### config.mk
export PLATFORM = sky130hd
export DESIGN_NAME = periph_bus_arbiter
export DESIGN_NICKNAME = d
export VERILOG_FILES = /design/src/rtl/periph_bus_arbiter_pkg.sv /design/src/rtl/periph_bus_arbiter_rr_priority_picker.sv /design/src/rtl/periph_bus_arbiter.sv
export SDC_FILE = /design/constraint.sdc
export NUM_CORES = 1
export LEC_CHECK = 0
export ABC_AREA = 1
export BUFFER_PORTS_ARGS = -buffer_cell sky130_fd_sc_hd__buf_4
export CAP_MARGIN = 30
export CORE_AREA = 2 2 205 207
export CTS_BUF_LIST = sky130_fd_sc_hd__clkbuf_4 sky130_fd_sc_hd__clkbuf_8
export DETAILED_ROUTE_END_ITERATION = 10
export DIE_AREA = 0 0 207 209
export PLACE_DENSITY_LB_ADDON = 0.1
export SYNTH_ARGS = -nofsm -noshare
export SYNTH_HDL_FRONTEND = slang
export SYNTH_SLANG_ARGS = --single-unit
### constraint.sdc
create_clock -name i_clock -period 3.6 [get_ports i_clock]
set_input_delay 0.9 -clock i_clock [delete_from_list [all_inputs] [get_ports i_clock]]
set_output_delay 0.9 -clock i_clock [all_outputs]
set_load 0.02 [all_outputs]
### src/rtl/periph_bus_arbiter_pkg.sv
// Shared types and constants for the peripheral bus arbiter.
package periph_bus_arbiter_pkg;

  // Zero means load; any nonzero value is the store width.
  typedef enum logic [2:0] {
    MEM_LOAD    = 3'd0,
    MEM_STORE_B = 3'd1,
    MEM_STORE_H = 3'd2,
    MEM_STORE_W = 3'd3,
    MEM_STORE_D = 3'd4
  } mem_store_type_t;

  typedef enum logic {
    ARB_IDLE,
    ARB_BUSY
  } arb_state_t;

  // Load data returned to the requester when a transfer is aborted on timeout.
  localparam logic [63:0] ARB_ERR_RDATA = 64'hDEAD_BEEF_DEAD_BEEF;

  // Width of the BUSY stall counter used by the optional timeout.
  localparam int unsigned ARB_TMO_CNT_W = 16;

endpackage

### src/rtl/periph_bus_arbiter_rr_priority_picker.sv
// Round-robin priority picker: the first requester after the last grant wins,
// scanning upward with wrap-around. Purely combinational.
module rr_priority_picker #(
  parameter  int N  = 2,
  localparam int IW = (N > 1) ? $clog2(N) : 1
) (
  input  logic [N-1:0]  i_req,
  input  logic [IW-1:0] i_last,
  output logic          o_any,
  output logic [IW-1:0] o_idx
);

  logic [N-1:0] w_rot;

  // Rotate the request vector so bit 0 is the port right after the last grant.
  always_comb begin
    int            src;
    logic [IW-1:0] src_idx;
    // NOTE: every variable written here gets a value before any branch or
    // loop, so no path can leave it holding its old value (no latch).
    w_rot   = '0;
    src     = 0;
    src_idx = '0;
    for (int k = 0; k < N; k++) begin
      src = int'(i_last) + 1 + k;
      if (src >= N) src = src - N;
      if (src >= N) src = src - N;
      src_idx  = IW'(src);
      w_rot[k] = i_req[src_idx];
    end
  end

  // Find the first set bit of the rotated vector and map it back to a port index.
  always_comb begin
    logic found;
    int   off;
    int   sum;
    o_any = |w_rot;
    found = 1'b0;
    off   = 0;
    for (int k = 0; k < N; k++) begin
      if (!found && w_rot[k]) begin
        found = 1'b1;
        off   = k;
      end
    end
    sum = int'(i_last) + 1 + off;
    if (sum >= N) sum = sum - N;
    if (sum >= N) sum = sum - N;
    o_idx = IW'(sum);
  end

endmodule

### src/rtl/periph_bus_arbiter.sv
// Peripheral bus arbiter: shares one registered peripheral bus among N_REQ
// requesters (port 0 = core) with round-robin grant per transaction. The
// winner's request is latched onto the bus until the peripheral completes,
// then the response is routed back to that requester as a 1-cycle pulse.
// Optional feature: define ARB_TIMEOUT_EN to abort a transfer that sees no
// bus_ready for TIMEOUT_CYCLES BUSY cycles (error data + bus_error pulse).
module periph_bus_arbiter
  import periph_bus_arbiter_pkg::*;
#(
  parameter  int N_REQ          = 2,
  parameter  int TIMEOUT_CYCLES = 255,
  localparam int IW             = $clog2(N_REQ)
) (
  input  logic                        i_clock,
  input  logic                        i_reset,
  input  logic [N_REQ-1:0]            i_req_valid,
  input  logic [N_REQ-1:0][63:0]      i_req_addr,
  input  logic [N_REQ-1:0][63:0]      i_req_wdata,
  input  mem_store_type_t [N_REQ-1:0] i_req_store_type,
  output logic [N_REQ-1:0]            o_req_ready,
  output logic [63:0]                 o_req_rdata,
  output logic [63:0]                 o_bus_addr,
  output logic [63:0]                 o_bus_wdata,
  output mem_store_type_t             o_bus_store_type,
  output logic                        o_bus_valid,
  input  logic                        i_bus_ready,
  input  logic [63:0]                 i_bus_rdata,
  output logic [IW-1:0]               o_grant_id,
  output logic                        o_bus_error
);

  arb_state_t      r_state;
  logic [IW-1:0]   r_last_grant;
  logic [IW-1:0]   r_grant_id;
  logic [63:0]     r_bus_addr;
  logic [63:0]     r_bus_wdata;
  mem_store_type_t r_bus_store_type;
  logic            r_bus_valid;

  logic            w_pick_any;
  logic [IW-1:0]   w_pick_idx;
  logic            w_done;
  logic            w_timeout;
  logic            w_finish;

  rr_priority_picker #(
    .N (N_REQ)
  ) u_picker (
    .i_req  (i_req_valid),
    .i_last (r_last_grant),
    .o_any  (w_pick_any),
    .o_idx  (w_pick_idx)
  );

  // A transfer held in reset is abandoned, so it must never report completion.
  assign w_done   = (r_state == ARB_BUSY) && i_bus_ready && !i_reset;
  assign w_finish = w_done || w_timeout;

`ifdef ARB_TIMEOUT_EN
  logic [ARB_TMO_CNT_W-1:0] r_tmo_cnt;
  logic [ARB_TMO_CNT_W-1:0] w_tmo_cnt_inc;

  // The counter holds the stalled cycles already seen; the abort fires in the
  // BUSY cycle that would bring it to TIMEOUT_CYCLES. bus_ready that cycle wins.
  assign w_tmo_cnt_inc = r_tmo_cnt + 1'b1;
  assign w_timeout     = (r_state == ARB_BUSY) && !i_bus_ready && !i_reset &&
                         (w_tmo_cnt_inc == ARB_TMO_CNT_W'(TIMEOUT_CYCLES));

  // Stall counter: cleared on each new grant, counts BUSY cycles without bus_ready.
  always_ff @(posedge i_clock) begin
    if (i_reset) begin
      r_tmo_cnt <= '0;
    end else if (r_state == ARB_IDLE) begin
      r_tmo_cnt <= '0;
    end else if (!i_bus_ready) begin
      r_tmo_cnt <= w_tmo_cnt_inc;
    end
  end
`else
  assign w_timeout = 1'b0;
`endif

  // Arbiter FSM: grant in IDLE, hold the latched transfer in BUSY until it ends.
  always_ff @(posedge i_clock) begin
    // NOTE: state registers use non-blocking assignments so every register
    // samples the values from before this edge, independent of statement order.
    if (i_reset) begin
      r_state          <= ARB_IDLE;
      r_last_grant     <= IW'(N_REQ - 1);
      r_grant_id       <= '0;
      r_bus_addr       <= '0;
      r_bus_wdata      <= '0;
      r_bus_store_type <= MEM_LOAD;
      r_bus_valid      <= 1'b0;
    end else begin
      case (r_state)
        ARB_IDLE: begin
          if (w_pick_any) begin
            r_state          <= ARB_BUSY;
            r_bus_valid      <= 1'b1;
            r_bus_addr       <= i_req_addr[w_pick_idx];
            r_bus_wdata      <= i_req_wdata[w_pick_idx];
            r_bus_store_type <= i_req_store_type[w_pick_idx];
            r_grant_id       <= w_pick_idx;
            r_last_grant     <= w_pick_idx;
          end
        end
        ARB_BUSY: begin
          if (w_finish) begin
            r_state     <= ARB_IDLE;
            r_bus_valid <= 1'b0;
          end
        end
      endcase
    end
  end

  // Response routing: completion pulse and data go only to the granted port.
  always_comb begin
    o_req_ready = '0;
    o_req_rdata = '0;
    if (w_done) begin
      o_req_ready[r_grant_id] = 1'b1;
      o_req_rdata             = i_bus_rdata;
    end else if (w_timeout) begin
      o_req_ready[r_grant_id] = 1'b1;
      o_req_rdata             = ARB_ERR_RDATA;
    end
  end

  assign o_bus_addr       = r_bus_addr;
  assign o_bus_wdata      = r_bus_wdata;
  assign o_bus_store_type = r_bus_store_type;
  assign o_bus_valid      = r_bus_valid;
  assign o_grant_id       = r_grant_id;
  assign o_bus_error      = w_timeout;

endmodule

==> results.py <==
metrics = {
    "clock_tree": {
        "clk_latency_ps": 460,
        "numCtsBuffers": 17,
        "clock-root-buffer": "clkbuf_8",
        "cts.htree.levels": 4,
        "cts_tree": "done",
        "clockBufferDepth": 2,
        "cts_sinks": 135,
        "postCtsHoldBufs": 0,
        "clkTransAtPathRegs_ps": 80,
        "cts_resized": 0,
        "post-cts-setup-buffers": 0,
    },
    "setup_path": {
        "crit_chain": "buf_4 > inv_1 > nand3_2 > buf_4 > nor2_1 > buf_4",
        "path_delay_family": "buffers and inverters",
        "crit_path_max_fanout": 66,
        "r2r_setup_slack_ps": 1720,
        "cpPeakStageDelay_ps": 500,
        "cp_data_arrival_time_ps": 1940,
        "crit_path_start_kind": "input pin",
        "path_class": "in2out",
        "crit_path_end_kind": "output pin",
        "path_common_cell": "buf_4",
        "r2r_start": "r_state",
        "critPathSlowestCell": "buf_4",
        "ff2ff_path_depth": 7,
        "path_buf_inv": 4,
        "critPathRequiredTime_ps": 2700,
        "r2r-end": "o_bus_addr[48]",
    },
    "placed_design": {
        "detailedPlace.worstSlack_ps": 747.3,
        "place_congestion": 0.8104,
        "portBuffers": 529,
        "placed_area_mm2": 0.01204,
        "placed_cells": 2284,
        "hpwl_um": 25420,
    },
    "logic_synthesis": {
        "ys_seq_area_frac": 0.3524,
        "ys_ff_latch": 135,
        "synthCells": 1298,
        "synth_cell_types": 16,
        "yosys.area.top_type": "dfxtp_1",
        "async_reset_ff_frac": 0,
        "synth_most_common_cell": "inv_1",
        "avgSynthCellArea_um2": 5.909,
        "ys_warn_count": 0,
        "yosys.area.top_type_share": 0.3524,
        "synth_commonest_cells": "331 x inv_1, 268 x nand2_1, 263 x nand3_1",
        "syn_nets": 1629,
        "synthesis.area_mm2": 0.007670,
        "synth_edf_count": 0,
        "synthTopCellsByArea": "dfxtp_1 35%, nand3_1 17%, inv_1 16%, nand2_1 13%, a21oi_1 8.7%",
        "synth_ff_type": "dfxtp_1",
    },
    "timing": {
        "finalSetupTns_ps": 0,
        "grt_setup_unrepaired": "no",
        "fin_ws_ps": 758.2,
        "fin_crit_sh": 0.7894,
        "fin_skew_ps": 9.571,
        "tightest_slew_ps": 982.5,
        "post-route-min-period_ps": 2842,
        "slew_headroom": 0.3450,
        "fin_hold_ws_ps": 478.4,
        "setup_violations": 0,
        "finalMaxSlewViolations": 0,
        "clock.fmax_mhz": 351.9,
        "hold_viol": 0,
    },
    "hold_path": {
        "hold_end": "o_bus_valid",
        "holdPathStages": 2,
        "hold_class": "reg2reg",
        "hp-start": "o_bus_valid",
    },
    "flow_run": {
        "max_cap_viol_count": 0,
    },
    "pwr": {
        "fin_total_pwr_mw": 4.774,
        "leakage_nw": 7.267,
        "power_density_mw_per_mm2": 382.7,
        "vdd_ir_drop_max_uv": 212.8,
    },
    "floorplanning": {
        "initial_core_util": 0.1858,
        "rows": 75,
        "die_w_um": 207,
        "fp.dieArea_mm2": 0.04326,
        "ioPinCount": 531,
        "coreArea_mm2": 0.04129,
        "die_h_um": 209,
    },
    "finish": {
        "final_core_util": 0.3021,
        "area_growth_pct": 62.64,
        "finalNonFillerCells": 2316,
        "drive_above_1_share": 0.3253,
        "fill_cells": 4689,
        "post-route-cell-area_mm2": 0.01247,
        "nets": 2095,
        "antenna_cells": 0,
    },
    "run_status": {
        "status": "finished clean",
    },
    "route": {
        "avgViaCountPerCell": 3.983,
        "wl_met1_um": 14970,
        "dr_wl_met3_um": 2447,
        "drc": 0,
        "ant_nets": 0,
        "wirelength_um": 35330,
        "vias": 9225,
        "top_layer_used": "met5",
        "routedWlPerCell_um": 15.25,
        "drtPass1Iterations": 5,
        "drtIter0Drc": 369,
        "wl_met2_um": 17190,
    },
    "grt": {
        "grt_pass1_wl_um": 53010,
        "gr-usage-all-layers": 0.1571,
        "grt_pass1_vias": 8746,
        "grt_overflow": 0,
        "grt_max_degree": 133,
        "antenna_found_initial": 1,
    },
}
cells by family after synthesis:
| group | synth area share |
|---|---|
| DFF | 0.3524 |
| AOI/OAI and AO/OA | 0.08891 |
| other | 0.0004889 |
| and+or+nand+nor | 0.3382 |
| buffers and inverters | 0.2201 |
layout make-up:
| class | count | area (um^2) | area share |
|---|---|---|---|
| tap | 539 | 674.4 | 0.05406 |
| sequential | 135 | 2703 | 0.2166 |
| clock inverter | 15 | 201.4 | 0.01615 |
| timing repair buffer | 540 | 4104 | 0.3290 |
| multi-input combinational | 738 | 3309 | 0.2653 |
| inverter | 332 | 1249 | 0.1001 |
| clock buffer | 17 | 234.0 | 0.01876 |
metal layers:
metal | global-route usage | up-vias
li1 | - | 4826
met1 | 0.1878 | 4084
met2 | 0.2656 | 273
met3 | 0.05305 | 40
met4 | 0.04828 | 2
met5 | 0 | -
worst register-to-register path, stage by stage (launching register included):
cell     delay (ps)
dfxtp_1         340
inv_1           110
o21ai_4          90
inv_4           440
buf_4           490
nand3_1         190
nand2_1          90
inv_1            40
layout by cell type, fill, tap and decap left out, drive strengths merged:
cell and count:
o21ai 1, clkinv 5, clkinvlp 3, clkbuf 17
nand2 270, conb 1, nand3 263, a21oi 133
dfxtp 135, buf 540, o211ai 1, inv 335
bufinv 4, nor2 69
worst max path at each step:
stage	startpoint	to	cells after the start
after floorplan	i_reset	o_req_rdata[0]	6
after global placement	i_reset	o_req_rdata[4]	6
after detailed placement	i_reset	o_req_rdata[15]	6
after CTS	i_reset	o_req_rdata[15]	6
after global routing	i_reset	o_req_rdata[46]	6
final	i_reset	o_req_rdata[15]	6
where the power goes:
group	leakage [nW]	switching [mW]	internal [mW]	total, mW
clock network	0.213	0.675	0.758	1.43
registers	1.12	0.0821	1.65	1.74
logic	5.93	0.916	0.689	1.61
total	7.27	1.67	3.10	4.77
flip-flops by register name (all words and copies together), names as in the netlist:
signal,cells
o_bus_addr,64
o_bus_wdata,64
o_bus_store_type,3
o_bus_valid,1
o_grant_id,1
r_last_grant,1
r_state,1
Power figures use the tool's default switching activity.
